File: src/rtl/sync_burst_sram_pl.sv
// sync_burst_sram_pl
//   Parametrised model of a pipelined synchronous burst SRAM with ADSP/ADSC/ADV
//   control, a 2-bit burst counter, byte-lane writes and registered read data.
//
//   Pipeline:
//     p0: the access decoded on edge N (array read into rd_p0 / array write)
//     p1: output register; DQ_O is valid after edge N+1
//
//   Optional feature macro: SRAM_DCD_EN
//     defined   -> double-cycle deselect (output stays valid one extra edge)
//     undefined -> single-cycle deselect
//
//   Ports:
//     CLK               rising-edge clock
//     RST_N             asynchronous active-low reset (control and output regs)
//     ZZ                sleep: freezes all state, forces DQ_OE low
//     MODE              burst order, 0 = linear, 1 = interleaved
//     ADDR              external address
//     GW_N              global write (all lanes)
//     BWE_N, BW_N       byte-write enable and per-lane strobes (active low)
//     CE1_N, CE2, CE3_N chip enables
//     ADSP_N, ADSC_N    processor / controller address strobes
//     ADV_N             burst advance
//     OE_N              asynchronous output enable
//     DQ_I              write data
//     DQ_O, DQ_OE       read data and its drive enable
module sync_burst_sram_pl #(
  parameter int DATA_W = 18,
  parameter int BYTES  = 2,
  parameter int BYTE_W = 9,
  parameter int ADDR_W = 5
) (
  input  logic              CLK,
  input  logic              RST_N,
  input  logic              ZZ,
  input  logic              MODE,
  input  logic [ADDR_W-1:0] ADDR,
  input  logic              GW_N,
  input  logic              BWE_N,
  input  logic [BYTES-1:0]  BW_N,
  input  logic              CE1_N,
  input  logic              CE2,
  input  logic              CE3_N,
  input  logic              ADSP_N,
  input  logic              ADSC_N,
  input  logic              ADV_N,
  input  logic              OE_N,
  input  logic [DATA_W-1:0] DQ_I,
  output logic [DATA_W-1:0] DQ_O,
  output logic              DQ_OE
);

  localparam int DEPTH = 2 ** ADDR_W;

  logic [DATA_W-1:0] mem [DEPTH];

  logic [ADDR_W-1:0] base_p0;
  logic [1:0]        cnt_p0;
  logic              active_p0;
  logic              vld_p0;
  logic [DATA_W-1:0] rd_p0;
  logic [DATA_W-1:0] dq_p1;
  logic              vld_p1;

  logic [ADDR_W-1:0] nxt_base;
  logic [1:0]        nxt_cnt;
  logic              nxt_active;
  logic              acc_rd;
  logic              acc_wr;
  logic              acc_dsel;
  logic [ADDR_W-1:0] acc_addr;
  logic              selected;
  logic              wr_req;
  logic [BYTES-1:0]  wr_lane;

  // Burst address stays inside the aligned 4-word block: only the two low
  // bits are sequenced, bit 2 and above always come from the latched base.
  function automatic logic [ADDR_W-1:0] burst_addr(input logic [ADDR_W-1:0] base,
                                                   input logic [1:0]        cnt,
                                                   input logic              mode);
    logic [1:0] low;
    low = mode ? (base[1:0] ^ cnt) : (base[1:0] + cnt);
    return {base[ADDR_W-1:2], low};
  endfunction

  assign selected = !CE1_N && CE2 && !CE3_N;
  assign wr_req   = !GW_N || (!BWE_N && (BW_N != {BYTES{1'b1}}));
  assign wr_lane  = {BYTES{acc_wr}} & ({BYTES{!GW_N}} | ({BYTES{!BWE_N}} & ~BW_N));

  // Control decode, priority ADSP > ADSC > ADV/suspend > no-op (ZZ handled at
  // the registers). ADSP is only honoured when CE1_N is low; otherwise the
  // edge is decoded as if ADSP_N were high.
  always_comb begin
    nxt_base   = base_p0;
    nxt_cnt    = cnt_p0;
    nxt_active = active_p0;
    acc_rd     = 1'b0;
    acc_wr     = 1'b0;
    acc_dsel   = 1'b0;
    acc_addr   = burst_addr(base_p0, cnt_p0, MODE);
    if (!ADSP_N && !CE1_N) begin
      if (selected) begin
        nxt_base   = ADDR;
        nxt_cnt    = 2'd0;
        nxt_active = 1'b1;
        acc_addr   = ADDR;
        acc_rd     = 1'b1;
      end else begin
        nxt_active = 1'b0;
        acc_dsel   = 1'b1;
      end
    end else if (!ADSC_N) begin
      if (selected) begin
        nxt_base   = ADDR;
        nxt_cnt    = 2'd0;
        nxt_active = 1'b1;
        acc_addr   = ADDR;
        acc_wr     = wr_req;
        acc_rd     = !wr_req;
      end else begin
        nxt_active = 1'b0;
        acc_dsel   = 1'b1;
      end
    end else if (active_p0) begin
      if (!ADV_N) begin
        nxt_cnt = cnt_p0 + 2'd1;
      end
      acc_addr = burst_addr(base_p0, nxt_cnt, MODE);
      acc_wr   = wr_req;
      acc_rd   = !wr_req;
    end
  end

  // ---- stage p0: control registers ----
  always_ff @(posedge CLK or negedge RST_N) begin
    if (!RST_N) begin
      base_p0   <= '0;
      cnt_p0    <= '0;
      active_p0 <= 1'b0;
      vld_p0    <= 1'b0;
    end else if (!ZZ) begin
      base_p0   <= nxt_base;
      cnt_p0    <= nxt_cnt;
      active_p0 <= nxt_active;
      vld_p0    <= acc_rd;
    end
  end

  // ---- stage p0: array access (read returns pre-write contents) ----
  always_ff @(posedge CLK) begin
    if (!ZZ) begin
      if (acc_rd) begin
        rd_p0 <= mem[acc_addr];
      end
      for (int b = 0; b < BYTES; b++) begin
        if (wr_lane[b]) begin
          mem[acc_addr][b*BYTE_W +: BYTE_W] <= DQ_I[b*BYTE_W +: BYTE_W];
        end
      end
    end
  end

  // ---- stage p1: output register ----
`ifdef SRAM_DCD_EN
  logic dsel_p0;
  logic ext_p1;

  // A deselect edge lets a valid output live for one extra edge; ext_p1
  // ensures back-to-back deselects extend it only once.
  always_ff @(posedge CLK or negedge RST_N) begin
    if (!RST_N) begin
      dsel_p0 <= 1'b0;
      ext_p1  <= 1'b0;
      vld_p1  <= 1'b0;
      dq_p1   <= '0;
    end else if (!ZZ) begin
      dsel_p0 <= acc_dsel;
      ext_p1  <= dsel_p0 && vld_p1 && !vld_p0 && !ext_p1;
      vld_p1  <= vld_p0 || (dsel_p0 && vld_p1 && !ext_p1);
      if (vld_p0) begin
        dq_p1 <= rd_p0;
      end
    end
  end
`else
  logic unused_dsel;
  assign unused_dsel = acc_dsel;

  always_ff @(posedge CLK or negedge RST_N) begin
    if (!RST_N) begin
      vld_p1 <= 1'b0;
      dq_p1  <= '0;
    end else if (!ZZ) begin
      vld_p1 <= vld_p0;
      if (vld_p0) begin
        dq_p1 <= rd_p0;
      end
    end
  end
`endif

  assign DQ_O  = dq_p1;
  assign DQ_OE = vld_p1 && !OE_N && !ZZ;

endmodule

File: config.mk
export PLATFORM = sky130hd
export DESIGN_NAME = sync_burst_sram_pl
export DESIGN_NICKNAME = d
export VERILOG_FILES = /design/src/rtl/sync_burst_sram_pl.sv
export SDC_FILE = /design/constraint.sdc
export NUM_CORES = 1
export LEC_CHECK = 0
export ABC_AREA = 1
export CORE_MARGIN = 4
export CORE_UTILIZATION = 46
export CTS_CLUSTER_SIZE = 25
export DETAILED_ROUTE_END_ITERATION = 8
export PLACE_DENSITY = 0.71
export SETUP_SLACK_MARGIN = 0.2
export SYNTH_ARGS = -nofsm -noshare
export SYNTH_HDL_FRONTEND = slang
export SYNTH_SLANG_ARGS = --single-unit
export TNS_END_PERCENT = 10
File: constraint.sdc
create_clock -name CLK -period 3.6 [get_ports CLK]
set_input_delay 0.36 -clock CLK [delete_from_list [all_inputs] [get_ports CLK]]
set_output_delay 0.36 -clock CLK [all_outputs]
set_load 0.01 [all_outputs]
# Word-level counts from Yosys, hierarchy flattened
# Memory sizes are Yosys's and may differ from the RTL's. A register that Yosys moved wholly into a read port is not among the register bits.
# Cells that the tools add are included.
# Widths: inputs -> output; s select.
# op_classes
add_sub_neg	3
n_eq_ne	3
n_mux	34
bitwise_logic	7
reduce_logical	19
# ops
cell	n
$mux 5	6
$mux 2	11
$mux 1	17
$logic_not 1->1	8
$reduce_and 2->1	4
$logic_and 1x1->1	6
$add 2x2->2	2
$and 2x2->2	2
$xor 2x2->2	2
$ne 3x1->1 const B	1
$add 2x1->2 const B	1
$ne 2x1->1 const B	1
$ne 2x2->1 const B	1
$not 2->2	1
$or 2x2->2	1
$logic_or 1x1->1	1
$not 1->1	1
# totals
reg_bits	28
ram_bits	576
inputBits	38
output_inout_bits	19
word_cells	73
n_memories	1
# mem_list
name	words	width	rd	rd_ports_with_merged_regs	write_ports	line	rtl
mem	32	18	1	1	1	55	logic [DATA_W-1:0] mem [DEPTH];

# Longest topological paths before layout
# Gate-level depths: netlist (run 1).
# depth
depth_word	10
depth_mapped	20
ltp_nobuf	18

# Worst setup path before layout (run 1)
# Ideal clock, no wire load.
# synth_path
path_kind	register -> register
startpoint	register cnt_p0[0]
endpoint	memory mem[14][10] (enable)
setup_time_ps	387
arrival_ps	2759
t_required_ps	3213
setup_slack_ps	455
stages_incl_launch_ff	14
cell_sequence	dfrtp_1 inv_1 nor2_1 nor2_1 ha_1 or2_1 nand3_2 nand2_1 inv_1 buf_2 buf_4 nand2_2 buf_2 nor3_1
# synth_via
elab_chain_len	10
word_cells_on_any_way	15
classes_between	add/sub (3); mux (10); bitwise (2)
# synth_lines
element	line	rtl
start: declaration	58	logic [1:0] cnt_p0;
start signal: assignment	143	cnt_p0 <= nxt_cnt;
$add 2x1->2	126	nxt_cnt = cnt_p0 + 2'd1;
$mux 2	125	if (!ADV_N) begin
$mux 2	124	end else if (active_p0) begin
$mux 2	112	end else if (!ADSC_N) begin
$mux 2	101	if (!ADSP_N && !CE1_N) begin
$add 2x2->2 or $xor 2x2->2 (tied branches)	82	low = mode ? (base[1:0] ^ cnt) : (base[1:0] + cnt);
$mux 2	82	
$mux 2	124	
$mux 5	112	
$mux 5 *	101	
end: declaration	55	
# Mark *: on every way between the ends. The rest lies on a longest branch, timed or not. The select of a mux whose other input is x is not followed.

# Worst setup path in the final report (run 1)
# layout_path
startpoint	register cnt_p0[0]
endpoint	register rd_p0[3], read port of mem (data pin)
# layout_via
elab_chain_len	10
word_cells_on_any_way	15
classes_between	add/sub (3); mux (10); bitwise (2)
# layout_lines
element	line	rtl
$add 2x1->2	126	
$mux 2	125	
$mux 2	124	
$mux 2	112	
$mux 2	101	
$add 2x2->2 or $xor 2x2->2 (tied branches)	82	
$mux 2	82	
$mux 2	124	
$mux 5	112	
$mux 5 *	101	
end: declaration	61	logic [DATA_W-1:0] rd_p0;
# Marked as above.
# A chain may end at the register's enable or synchronous reset.

==> results of run 1 <==
-- stage by stage --
| step | power (uW) | setup WS (ps) | utilization, % |
|---|---|---|---|
| after detailed placement | 12800 | 88.6 | 50.1 |
| after floorplan | 11200 | 455 | - |
| after CTS | 18600 | 495 | 53.2 |
| after global routing | 19400 | 254 | 53.2 |
| after global placement | 12700 | 96.5 | 50.1 |
| final | 18600 | 459 | 53.2 |
-- cells in the mapped netlist (4+ instances only) --
library cell	instances	area, um^2
sky130_fd_sc_hd__a21oi_1	6	30.0
sky130_fd_sc_hd__inv_2	7	26.3
sky130_fd_sc_hd__buf_6	6	67.6
sky130_fd_sc_hd__inv_4	5	31.3
sky130_fd_sc_hd__nor2_1	49	184
sky130_fd_sc_hd__buf_2	56	280
sky130_fd_sc_hd__nand2_1	1275	4790
sky130_fd_sc_hd__buf_1	9	33.8
sky130_fd_sc_hd__nor3_1	32	160
sky130_fd_sc_hd__edfxtp_1	594	17800
sky130_fd_sc_hd__o21ai_0	7	35.0
sky130_fd_sc_hd__nor3_2	34	340
sky130_fd_sc_hd__nand2_4	4	45.0
sky130_fd_sc_hd__nand3_1	297	1490
sky130_fd_sc_hd__mux2_2	18	203
sky130_fd_sc_hd__clkbuf_1	66	248
sky130_fd_sc_hd__dfrtp_1	28	701
sky130_fd_sc_hd__nor3_4	7	114
sky130_fd_sc_hd__buf_4	7	52.6
sky130_fd_sc_hd__inv_1	22	82.6
-- cells by family after synthesis --
family / Yosys count
buffers and inverters: 179
AND/OR/NAND/NOR: 1710
multiplexers: 18
flip-flops: 622
adder cells (fa/ha/maj): 2
AO/OA/AOI/OAI: 19
-- layer usage --
layer | GRT usage [%] | share of wire, % | vias up
met3 | 4.11 | 9.9 | 105
met2 | 35.1 | 46 | 916
met1 | 31.7 | 42 | 9027
met4 | 5.75 | 2.1 | 2
met5 | 0 | 0.017 | -
li1 | - | - | 8785
-- critical path, cell delays in order, from the launching register on --
cell                      delay [ps]
sky130_fd_sc_hd__dfrtp_1         440
sky130_fd_sc_hd__inv_1            60
sky130_fd_sc_hd__nor2_1          160
sky130_fd_sc_hd__nor2_1           80
sky130_fd_sc_hd__ha_1            270
sky130_fd_sc_hd__or2_1           270
sky130_fd_sc_hd__nand3_4         120
sky130_fd_sc_hd__nand2_4         170
sky130_fd_sc_hd__buf_12          300
sky130_fd_sc_hd__buf_4           240
sky130_fd_sc_hd__nand2_1          60
sky130_fd_sc_hd__nand2_1          50
sky130_fd_sc_hd__nand3_1          60
sky130_fd_sc_hd__nand2_1          60
sky130_fd_sc_hd__nand2_1          80
sky130_fd_sc_hd__nand2_1          60
sky130_fd_sc_hd__nor2_1          180
sky130_fd_sc_hd__nand2_1         150
-- cell usage in the layout (no fill, tap or decap), drive strengths merged, types with 33 or more instances in the layout --
master and count:
nor3 73, clkinv 33, nand2 1282, edfxtp 594, nand3 300, clkbuf 67, clkdlybuf4s50 56, nor2 53
inv 37, buf 128
-- final cells by class --
type	instances	share of cell area [%]
Timing Repair Buffer	184	5.43
Inverter	35	0.480
Multi-Input combinational cell	1749	24.8
Clock buffer	67	5.03
Sequential cell	622	60.2
Antenna cell	1	0.00813
Tap cell	765	3.11
Clock inverter	44	0.899
-- power by group through the flow --
stage	Combinational (uW)	Clock, uW	Sequential [uW]
6_report	4500	5920	8160
5_1_grt	4960	6320	8170
4_1_cts	4470	5980	8160
3_5_place_dp	4450	0	8310
3_3_place_gp	4390	0	8310
2_1_floorplan	2860	0	8320
-- worst paths after layout --
| path | cells past startpoint | slack, ps | end | start |
|---|---|---|---|---|
| max | 17 | 460 | rd_p0[3] | cnt_p0[0] |
| min | 2 | 120 | DQ_O[12] | RST_N |
| max reg2reg | 17 | 460 | rd_p0[3] | cnt_p0[0] |
| min reg2reg | 1 | 480 | vld_p0 | vld_p0 |
| max in group asynchronous | 2 | 3210 | DQ_O[0] | RST_N |
| min in group CLK | 3 | 340 | base_p0[0] | ADDR[0] |
-- flip-flops by register name, summed over array words and instances (netlist names) --
name and count:
cnt_p0 2, base_p0 5, rd_p0 18, mem 576, vld_p0 1, vld_p1 1
DQ_O 18, active_p0 1
==> impl_metrics.csv, run 1 <==
group,metric,value,unit
yosys,synth_edf_count,594,
worst_setup_path,timing.setup.critical_path_class,"reg -> reg",
clock_network,max-clock-path-buffers,3,
clock_network,cts-root-buf,"sky130_fd_sc_hd__clkbuf_16",
final_layout,final_cells,3467,
floorplanning,core_region_area,57800,um^2
floorplanning,die_area,62500,um^2
floorplanning,floorplan.die.height,250,um
sta,fin_crit,3140,ps
pwr,leakage,0.0124,uW
final_layout,final.fill_count,4838,
place,placed_cell_area,28900,um^2
run_status,status,"completed",
place,post-dp-hpwl,41400,um
global_routing,groute.usage.overall,22.1,%
sta,hold_viol,0,
clock_network,clock_latency,630,ps
drt,routedWlPerCell,20.2,um
worst_setup_path,path_max_fanout,110,
sta,tightestPinTransition,821,ps
yosys,largest_family_of_logic_cells_by_synthesized_area,"simple AND/OR/NAND/NOR gates",
yosys,synthXorXnorAreaFrac,0,%
sta,max_slew_margin,45.1,%
yosys,synth_fa_ha_area_share,0.0929,%
place,routabilityCongestion,0.857,
sta,setup_violations,0,
clock_network,postCtsHoldBufs,0,
sta,fmax,0.318,GHz
global_routing,globalRoute.totalOverflow,0,
final_layout,layout.area.seq,18500,um^2
pwr,clockPowerShare,31.8,%
final_layout,final_design_area_no_fill,30800,um^2
clock_network,tritoncts.num_buffers,60,
final_layout,multiInputGateArea,7630,um^2
final_layout,share_of_cells_above_drive_strength_1,11.5,%
worst_hold_path,hold_class,"in -> async",
clock_network,post_cts_resized,0,
yosys,synth_simple_gate_area_share,26.8,%
yosys,synth-seq-cells,622,
yosys,mappedNetlistNets,2590,
yosys,synth.avg_cell_area,10.6,um^2
yosys,synth_sequential_area_ratio,68.8,%
yosys,synth-compound-area-share,0.501,%
worst_setup_path,crit_required,3960,ps
yosys,netlist_area,26900,um^2
drt,vias,18835,
sta,fin_skew,20.9,ps
clock_network,worst_setup_hold_path_clk_slew,60,ps
drt,drc_violations_left,0,
pwr,switching_share,31.8,%
sta,final_max_slew_viol_count,0,
place,buffer_ports.inserted,56,
clock_network,cts_post_setup_buffers_inserted,0,
drt,firstDrtPassIters,5,
worst_setup_path,startpoint_type,"flip-flop",
yosys,share_of_synthesized_area_spent_on_multiplexers,0.752,%
floorplanning,fp.dieW,250,um
worst_setup_path,critPathArrivalTime,3500,ps
run,maxCapViolCount,0,
clock_network,htree_num_levels,2,
floorplanning,boundaryPins,57,
drt,drt_first_iter_violations,2158,
drt,antenna_left,0,
yosys,ys.flop_type,"sky130_fd_sc_hd__edfxtp_1",
worst_setup_path,timing.critical_path.to_type,"flip-flop",
global_routing,antenna_found_initial,3,
floorplanning,initial_core_util,46.6,%
floorplanning,rows,88,
yosys,synth_warnings,0,
pwr,switch_pwr,5920,uW
drt,route.detailed.vias_per_inst,5.43,
clock_network,tritoncts,"built",
yosys,asyncSetResetFlopFracSynth,4.50,%
pwr,power.ir.vdd_worst,457,uV
global_routing,first_global_vias,18316,
yosys,synth.distinct_cells,32,
pwr,cell_pwr_density,604,nW/um^2
drt,postRouteWirelength,69900,um
sta,post-route-period-util,87.3,%
pwr,power_frac_comb,24.2,%
final_layout,fin_nets,2692,
final_layout,area_growth,14.2,%
sta,fin_setup_tns,0,ps
place,post-place-cells,3355,
pwr,portion_of_total_power_attributed_to_sequential_cells,43.9,%
clock_network,cts_num_sinks,622,
global_routing,pin_count_of_the_biggest_net_entering_global_routing,145,
yosys,syn_inst,2550,
pwr,intPower,12700,uW
sta,grt_setup_unrepaired,"no",
sta,final_hold_slack,116,ps
global_routing,wire_length_of_the_first_global_routing_pass,108000,um
Note: power is estimated with default switching activity, not from simulation.
==> run 2: changes to the inputs <==
--- a/config.mk
+++ b/config.mk
@@ -10,7 +10,9 @@
 export CORE_UTILIZATION = 46
 export CTS_CLUSTER_SIZE = 25
 export DETAILED_ROUTE_END_ITERATION = 8
-export PLACE_DENSITY = 0.71
+export HOLD_SLACK_MARGIN = 0.03
+export PLACE_DENSITY = 0.73
+export RECOVER_POWER = 100
 export SETUP_SLACK_MARGIN = 0.2
 export SYNTH_ARGS = -nofsm -noshare
 export SYNTH_HDL_FRONTEND = slang
==> constraint.sdc (replaced) <==
create_clock -name CLK -period 2.8 [get_ports CLK]
set_input_delay 0.28 -clock CLK [delete_from_list [all_inputs] [get_ports CLK]]
set_output_delay 0.28 -clock CLK [all_outputs]
set_load 0.01 [all_outputs]
==> run 2 against run 1 <==
- the run now ends with max-capacitance violations, max-slew violations left
- clock-buffer cell count rose by 17
- clock skew fell by 3.1 ps
- combinational power rose by 59%
- worst hold slack improved by 180 ps
- maximum frequency rose by 14%
==> impl_metrics.csv, run 2 (synthesis gave the netlist of run 1 again) <==
group,metric,value,unit
global_routing,groute.layer.met1.usage,31.9,%
global_routing,antenna_found_initial,1,
place,routabilityCongestion,0.892,
worst_setup_path,critPathArrivalTime,3080,ps
worst_hold_path,hold_path_startpoint,"ADDR[0]",
worst_hold_path,hold_class,"in -> reg",
global_routing,globalRoute.totalOverflow,0,
sta,max_slew_margin,-42.1,%
floorplanning,floorplan.die.height,250,um
floorplanning,rows,88,
worst_setup_path,worstReg2RegStart,"cnt_p0[0]",
clock_network,max-clock-path-buffers,3,
drt,postRouteWirelength,73600,um
sta,fin_setup_tns,0,ps
worst_setup_path,crit_path_start,"cnt_p0[0]",
sta,fmax,0.364,GHz
pwr,cell_pwr_density,759,nW/um^2
drt,vias,19721,
worst_setup_path,startpoint_type,"flip-flop",
sta,fin_crit,2750,ps
clock_network,tritoncts,"built",
final_layout,area_growth,21.8,%
run_status,failed_checks,"max-capacitance violations, max-slew violations",
sta,setup_violations,0,
sta,fin_skew,17.8,ps
place,pre_cts_ws,-379,ps
sta,grt_setup_unrepaired,"yes",
run,maxCapViolCount,19,
drt,routedWlPerCell,20.6,um
clock_network,htree_num_levels,2,
global_routing,pin_count_of_the_biggest_net_entering_global_routing,75,
place,post-dp-hpwl,45000,um
global_routing,grt.met2_usage,36.5,%
run_status,status,"complete, but fails checks",
clock_network,cts-root-buf,"sky130_fd_sc_hd__clkbuf_16",
floorplanning,die_area,62500,um^2
sta,final_hold_slack,300,ps
final_layout,multiInputGateArea,8200,um^2
worst_setup_path,path_max_fanout,10,
drt,firstDrtPassIters,5,
drt,route.detailed.vias_per_inst,5.52,
global_routing,groute.usage.overall,22.7,%
place,placed_cell_area,30400,um^2
place,buffer_ports.inserted,56,
clock_network,clock_latency,630,ps
final_layout,layout.area.seq,18500,um^2
final_layout,final_cells,3573,
final_layout,leading_cell_type_in_the_layout_fill_and_taps_excluded,"sky130_fd_sc_hd__nand2_1",
worst_setup_path,timing.critical_path.to_type,"flip-flop",
clock_network,cts_num_sinks,622,
worst_setup_path,timing.setup.critical_path_class,"reg -> reg",
global_routing,wire_length_of_the_first_global_routing_pass,111000,um
sta,post-route-period-util,98.1,%
pwr,leakage,0.0135,uW
final_layout,final.fill_count,4485,
global_routing,grt_util_met3,3.90,%
drt,antenna_left,0,
sta,hold_viol,0,
final_layout,fin_nets,2801,
clock_network,tritoncts.num_buffers,59,
drt,drt_first_iter_violations,2314,
worst_setup_path,timing.reg2reg.worst_path_depth,13,
floorplanning,boundaryPins,57,
floorplanning,fp.dieW,250,um
floorplanning,initial_core_util,46.6,%
sta,tightestPinTransition,2130,ps
final_layout,final_design_area_no_fill,32800,um^2
global_routing,globalRoute.busiestLayer,"met2",
final_layout,largest_register_ff_count,576,
drt,drc_violations_left,0,
floorplanning,core_region_area,57800,um^2
global_routing,first_global_vias,18883,
final_layout,top_register,"mem",
clock_network,worst_setup_hold_path_clk_slew,60,ps
final_layout,layout.cells.most_common_list,"sky130_fd_sc_hd__nand2_1 (1226), sky130_fd_sc_hd__edfxtp_1 (594), sky130_fd_sc_hd__nand3_1 (290)",
pwr,power.ir.vdd_worst,481,uV
final_layout,share_of_cells_above_drive_strength_1,17.0,%
worst_setup_path,crit_required,3130,ps
sta,final_critical_path_setup_slack,53.1,ps
worst_hold_path,hold-path-cell-count,3,
place,post-place-cells,3444,
sta,final_max_slew_viol_count,623,
run 2: cell count changes in the layout (fill, tap and decap cells not counted), moves of 28 or more:
cell                       change
sky130_fd_sc_hd__buf_12       +40
sky130_fd_sc_hd__buf_6        +35
sky130_fd_sc_hd__clkbuf_1     +38
sky130_fd_sc_hd__nand2_1      -46
sky130_fd_sc_hd__nand2_2      +44
sky130_fd_sc_hd__nor3_1       -28
sky130_fd_sc_hd__nor3_4       +28
run 2: path summary, 6_finish.rpt:
| kind | slack, ps | end |
|---|---|---|
| worst max-delay path | 50 | mem[8][3] |
| min in group asynchronous | 570 | cnt_p0[0] |
| worst max register to register | 50 | mem[8][3] |
| worst min register to register | 490 | DQ_O[7] |
| worst min-delay path | 300 | base_p0[0] |
| max in group asynchronous | 1330 | base_p0[2] |
run 2: final cells by class:
cell class	count	area share, %
antenna	1	0.00762
sequential	622	56.5
clock inverter	23	0.393
inverter	35	0.465
clock buffer	84	4.78
multi-input combinational	1750	25.0
tap	765	2.92
timing repair buffer	293	10.0
run 2: report_power, final:
group	internal (uW)	leakage [uW]	switching, uW
clock	3960	0.000821	3290
combinational	2590	0.00696	4560
sequential	10400	0.00569	96.1
run 2: worst max-delay path: stages (launching register included):
cell and delay, ps:
sky130_fd_sc_hd__dfrtp_1 400, sky130_fd_sc_hd__inv_1 60, sky130_fd_sc_hd__nor2_2 130, sky130_fd_sc_hd__nor2_1 50
sky130_fd_sc_hd__ha_1 270, sky130_fd_sc_hd__or2_1 260, sky130_fd_sc_hd__nand3_4 170, sky130_fd_sc_hd__nand2_8 140
sky130_fd_sc_hd__inv_8 120, sky130_fd_sc_hd__buf_4 140, sky130_fd_sc_hd__nand2_2 120, sky130_fd_sc_hd__buf_12 200
sky130_fd_sc_hd__nor3_4 240, sky130_fd_sc_hd__buf_6 160
run 2: what timing repair did:
action | in CTS | in global routing
buffers inserted | 2 | 3
gates cloned | 7 | 9
resized for setup | 41 | 100
pin swaps | 8 | 28
setup endpoints to repair | 529 | 562
hold buffers | 0 | 0
run 2: stage by stage:
step	power, uW	util (%)
4_1_cts	24500	56.0
2_1_floorplan	14500	-
5_1_grt	26000	56.8
3_3_place_gp	17000	52.6
6_report	24900	56.8
3_5_place_dp	17100	52.6
run 2: routing by layer:
metal	vias up	share of wire, %
met5	-	0
met4	0	2.8
met3	153	11
met2	1083	47
met1	9455	40
li1	9030	-
==> run 3: changes to the inputs <==
--- a/config.mk
+++ b/config.mk
@@ -14,6 +14,7 @@
 export PLACE_DENSITY = 0.73
 export RECOVER_POWER = 100
 export SETUP_SLACK_MARGIN = 0.2
+export SKIP_CTS_REPAIR_TIMING = 1
 export SYNTH_ARGS = -nofsm -noshare
 export SYNTH_HDL_FRONTEND = slang
 export SYNTH_SLANG_ARGS = --single-unit
==> run 3 against run 2 <==
- the run still ends with max-capacitance violations, max-slew violations left
- critical endpoint is now mem[2][7]
- highest routed layer unchanged
- sequential power is essentially flat
- clock power barely moved
- final area down 1.8%
- largest power group unchanged
- die area unchanged
- power shrank 0.89%
- utilization decreased by 1.0 points
- setup slack better by 41 ps
- critical path depth fell by 1
==> impl_metrics.csv, run 3 (synthesis gave the netlist of run 1 again) <==
group,metric,value,unit
sta,fin_crit,2710,ps
clock_network,clock_latency,630,ps
final_layout,largest_register_ff_count,576,
clock_network,cts-root-buf,"sky130_fd_sc_hd__clkbuf_16",
final_layout,share_of_cells_above_drive_strength_1,15.5,%
final_layout,layout.cells.most_common_list,"sky130_fd_sc_hd__nand2_1 (1251), sky130_fd_sc_hd__edfxtp_1 (594), sky130_fd_sc_hd__nand3_1 (293)",
place,buffer_ports.inserted,56,
sta,final_max_slew_viol_count,623,
drt,route.detailed.vias_per_inst,5.49,
clock_network,tritoncts.num_buffers,59,
pwr,cell_pwr_density,765,nW/um^2
clock_network,cts_num_sinks,622,
sta,grt_setup_unrepaired,"yes",
place,pre_cts_ws,-379,ps
sta,final_critical_path_setup_slack,94.1,ps
floorplanning,rows,88,
floorplanning,core_region_area,57800,um^2
sta,fmax,0.370,GHz
final_layout,final_cells,3581,
drt,antenna_left,0,
drt,vias,19661,
floorplanning,die_area,62500,um^2
drt,routedWlPerCell,20.8,um
worst_setup_path,timing.setup.critical_path_class,"reg -> reg",
worst_setup_path,worst_path_max_delay_cell,"sky130_fd_sc_hd__dfrtp_2",
floorplanning,fp.dieW,250,um
worst_hold_path,hold_class,"in -> reg",
final_layout,top_register,"mem",
sta,post-route-period-util,96.6,%
pwr,leakage,0.0131,uW
pwr,fin_total_pwr,24700,uW
sta,tightestPinTransition,2100,ps
worst_setup_path,timing.critical_path.to_type,"flip-flop",
worst_setup_path,path_cells,"nor2_4 -> nor2_2 -> ha_1 -> or2_1 -> nand3_4 -> nand2_8 -> inv_6 -> clkbuf_2 -> nand2_4 -> buf_4 -> nor3_4 -> clkbuf_2",
worst_setup_path,crit_required,3130,ps
global_routing,wire_length_of_the_first_global_routing_pass,110000,um
sta,fin_skew,15.7,ps
run,maxCapViolCount,19,
worst_setup_path,cp_top_family,"simple AND/OR/NAND/NOR gates",
clock_network,htree_num_levels,2,
pwr,power.ir.vdd_worst,468,uV
global_routing,groute.usage.overall,22.4,%
worst_setup_path,critical-path-max-stage-delay,450,ps
worst_setup_path,path_max_fanout,5,
global_routing,pin_count_of_the_biggest_net_entering_global_routing,75,
drt,postRouteWirelength,74400,um
sta,setup_violations,0,
sta,final_hold_slack,283,ps
floorplanning,floorplan.die.height,250,um
floorplanning,initial_core_util,46.6,%
worst_setup_path,startpoint_type,"flip-flop",
sta,max_slew_margin,-40.2,%
clock_network,max-clock-path-buffers,3,
global_routing,first_global_vias,18789,
global_routing,antenna_found_initial,0,
clock_network,tritoncts,"built",
run_status,failed_checks,"max-capacitance violations, max-slew violations",
worst_setup_path,crit_top_cell,"sky130_fd_sc_hd__clkbuf_2",
place,post-dp-hpwl,45000,um
final_layout,area_growth,19.7,%
drt,drc_violations_left,0,
floorplanning,boundaryPins,57,
final_layout,fin_nets,2810,
worst_setup_path,timing.critical_path.buf_inv,4,
drt,drt_first_iter_violations,2392,
global_routing,globalRoute.totalOverflow,0,
worst_setup_path,critPathArrivalTime,3030,ps
clock_network,worst_setup_hold_path_clk_slew,60,ps
final_layout,final.fill_count,4629,
final_layout,leading_cell_type_in_the_layout_fill_and_taps_excluded,"sky130_fd_sc_hd__nand2_1",
place,routabilityCongestion,0.892,
drt,firstDrtPassIters,6,
place,post-place-cells,3444,
final_layout,antennaDiodeCount,0,
run_status,status,"complete, but fails checks",
sta,hold_viol,0,
## run 3: changes by cell type in the layout (fill, tap and decap cells not counted), moves of 7 or more
cell,delta
sky130_fd_sc_hd__buf_2,+10
sky130_fd_sc_hd__nor3_1,+12
sky130_fd_sc_hd__nor3_4,-24
sky130_fd_sc_hd__buf_4,-14
sky130_fd_sc_hd__clkbuf_2,+23
sky130_fd_sc_hd__nand2_1,+25
sky130_fd_sc_hd__clkbuf_4,+7
sky130_fd_sc_hd__buf_6,-11
sky130_fd_sc_hd__nand2_2,-24
sky130_fd_sc_hd__buf_12,-9
sky130_fd_sc_hd__nor3_2,+12
sky130_fd_sc_hd__dlygate4sd3_1,+20
sky130_fd_sc_hd__clkdlybuf4s50_1,-20
## run 3: cell type report
cell class | count | area [um^2] | area share, %
Inverter | 35 | 150 | 0.466
Tap cell | 765 | 957 | 2.97
Clock buffer | 84 | 1570 | 4.87
Clock inverter | 23 | 129 | 0.400
Timing Repair Buffer | 302 | 3030 | 9.39
Sequential cell | 622 | 18500 | 57.5
Multi-Input combinational cell | 1750 | 7880 | 24.4
## run 3: worst reg2reg max path, stage by stage, from the launching register on
cell and delay (ps):
sky130_fd_sc_hd__dfrtp_2 450, sky130_fd_sc_hd__nor2_4 130, sky130_fd_sc_hd__nor2_2 50, sky130_fd_sc_hd__ha_1 270
sky130_fd_sc_hd__or2_1 240, sky130_fd_sc_hd__nand3_4 130, sky130_fd_sc_hd__nand2_8 120, sky130_fd_sc_hd__inv_6 120
sky130_fd_sc_hd__clkbuf_2 180, sky130_fd_sc_hd__nand2_4 100, sky130_fd_sc_hd__buf_4 190, sky130_fd_sc_hd__nor3_4 220
sky130_fd_sc_hd__clkbuf_2 220
## run 3: path summary, 6_finish.rpt
kind                         endpoint  slack, ps  cells past startpoint  startpoint
setup / recovery            mem[2][7]         90                     12   cnt_p0[0]
hold / removal             base_p0[0]        280                      3     ADDR[0]
setup reg to reg            mem[2][7]         90                     12   cnt_p0[0]
hold reg to reg               DQ_O[7]        490                      1    rd_p0[7]
max in group asynchronous   cnt_p0[0]       1210                      2       RST_N
min in group asynchronous  base_p0[0]        580                      2       RST_N
## run 3: metrics by stage
step | instance area, um^2 | util, % | TNS [ps]
floorplan | 27200 | - | -563
global placement | 30400 | 52.6 | -121370
detailed placement | 30400 | 52.6 | -140030
CTS | 32100 | 55.5 | -1390
global route | 32200 | 55.8 | 0
finish | 32200 | 55.8 | 0
## run 3: power breakdown
group	total (uW)	leakage [uW]	internal, uW	switching, uW
clock	7260	0.000821	3960	3300
sequential	10500	0.00568	10400	94.1
combinational	6920	0.00664	2440	4490
## run 3: per-layer routing
layer  track usage [%]  part of all wire, %  up-vias
met5                 0                    0        -
met4              7.32                  3.0        0
met3              3.85                   11      150
met2              35.9                   47     1117
met1              31.4                   40     9375
li1                  -                    -     9019
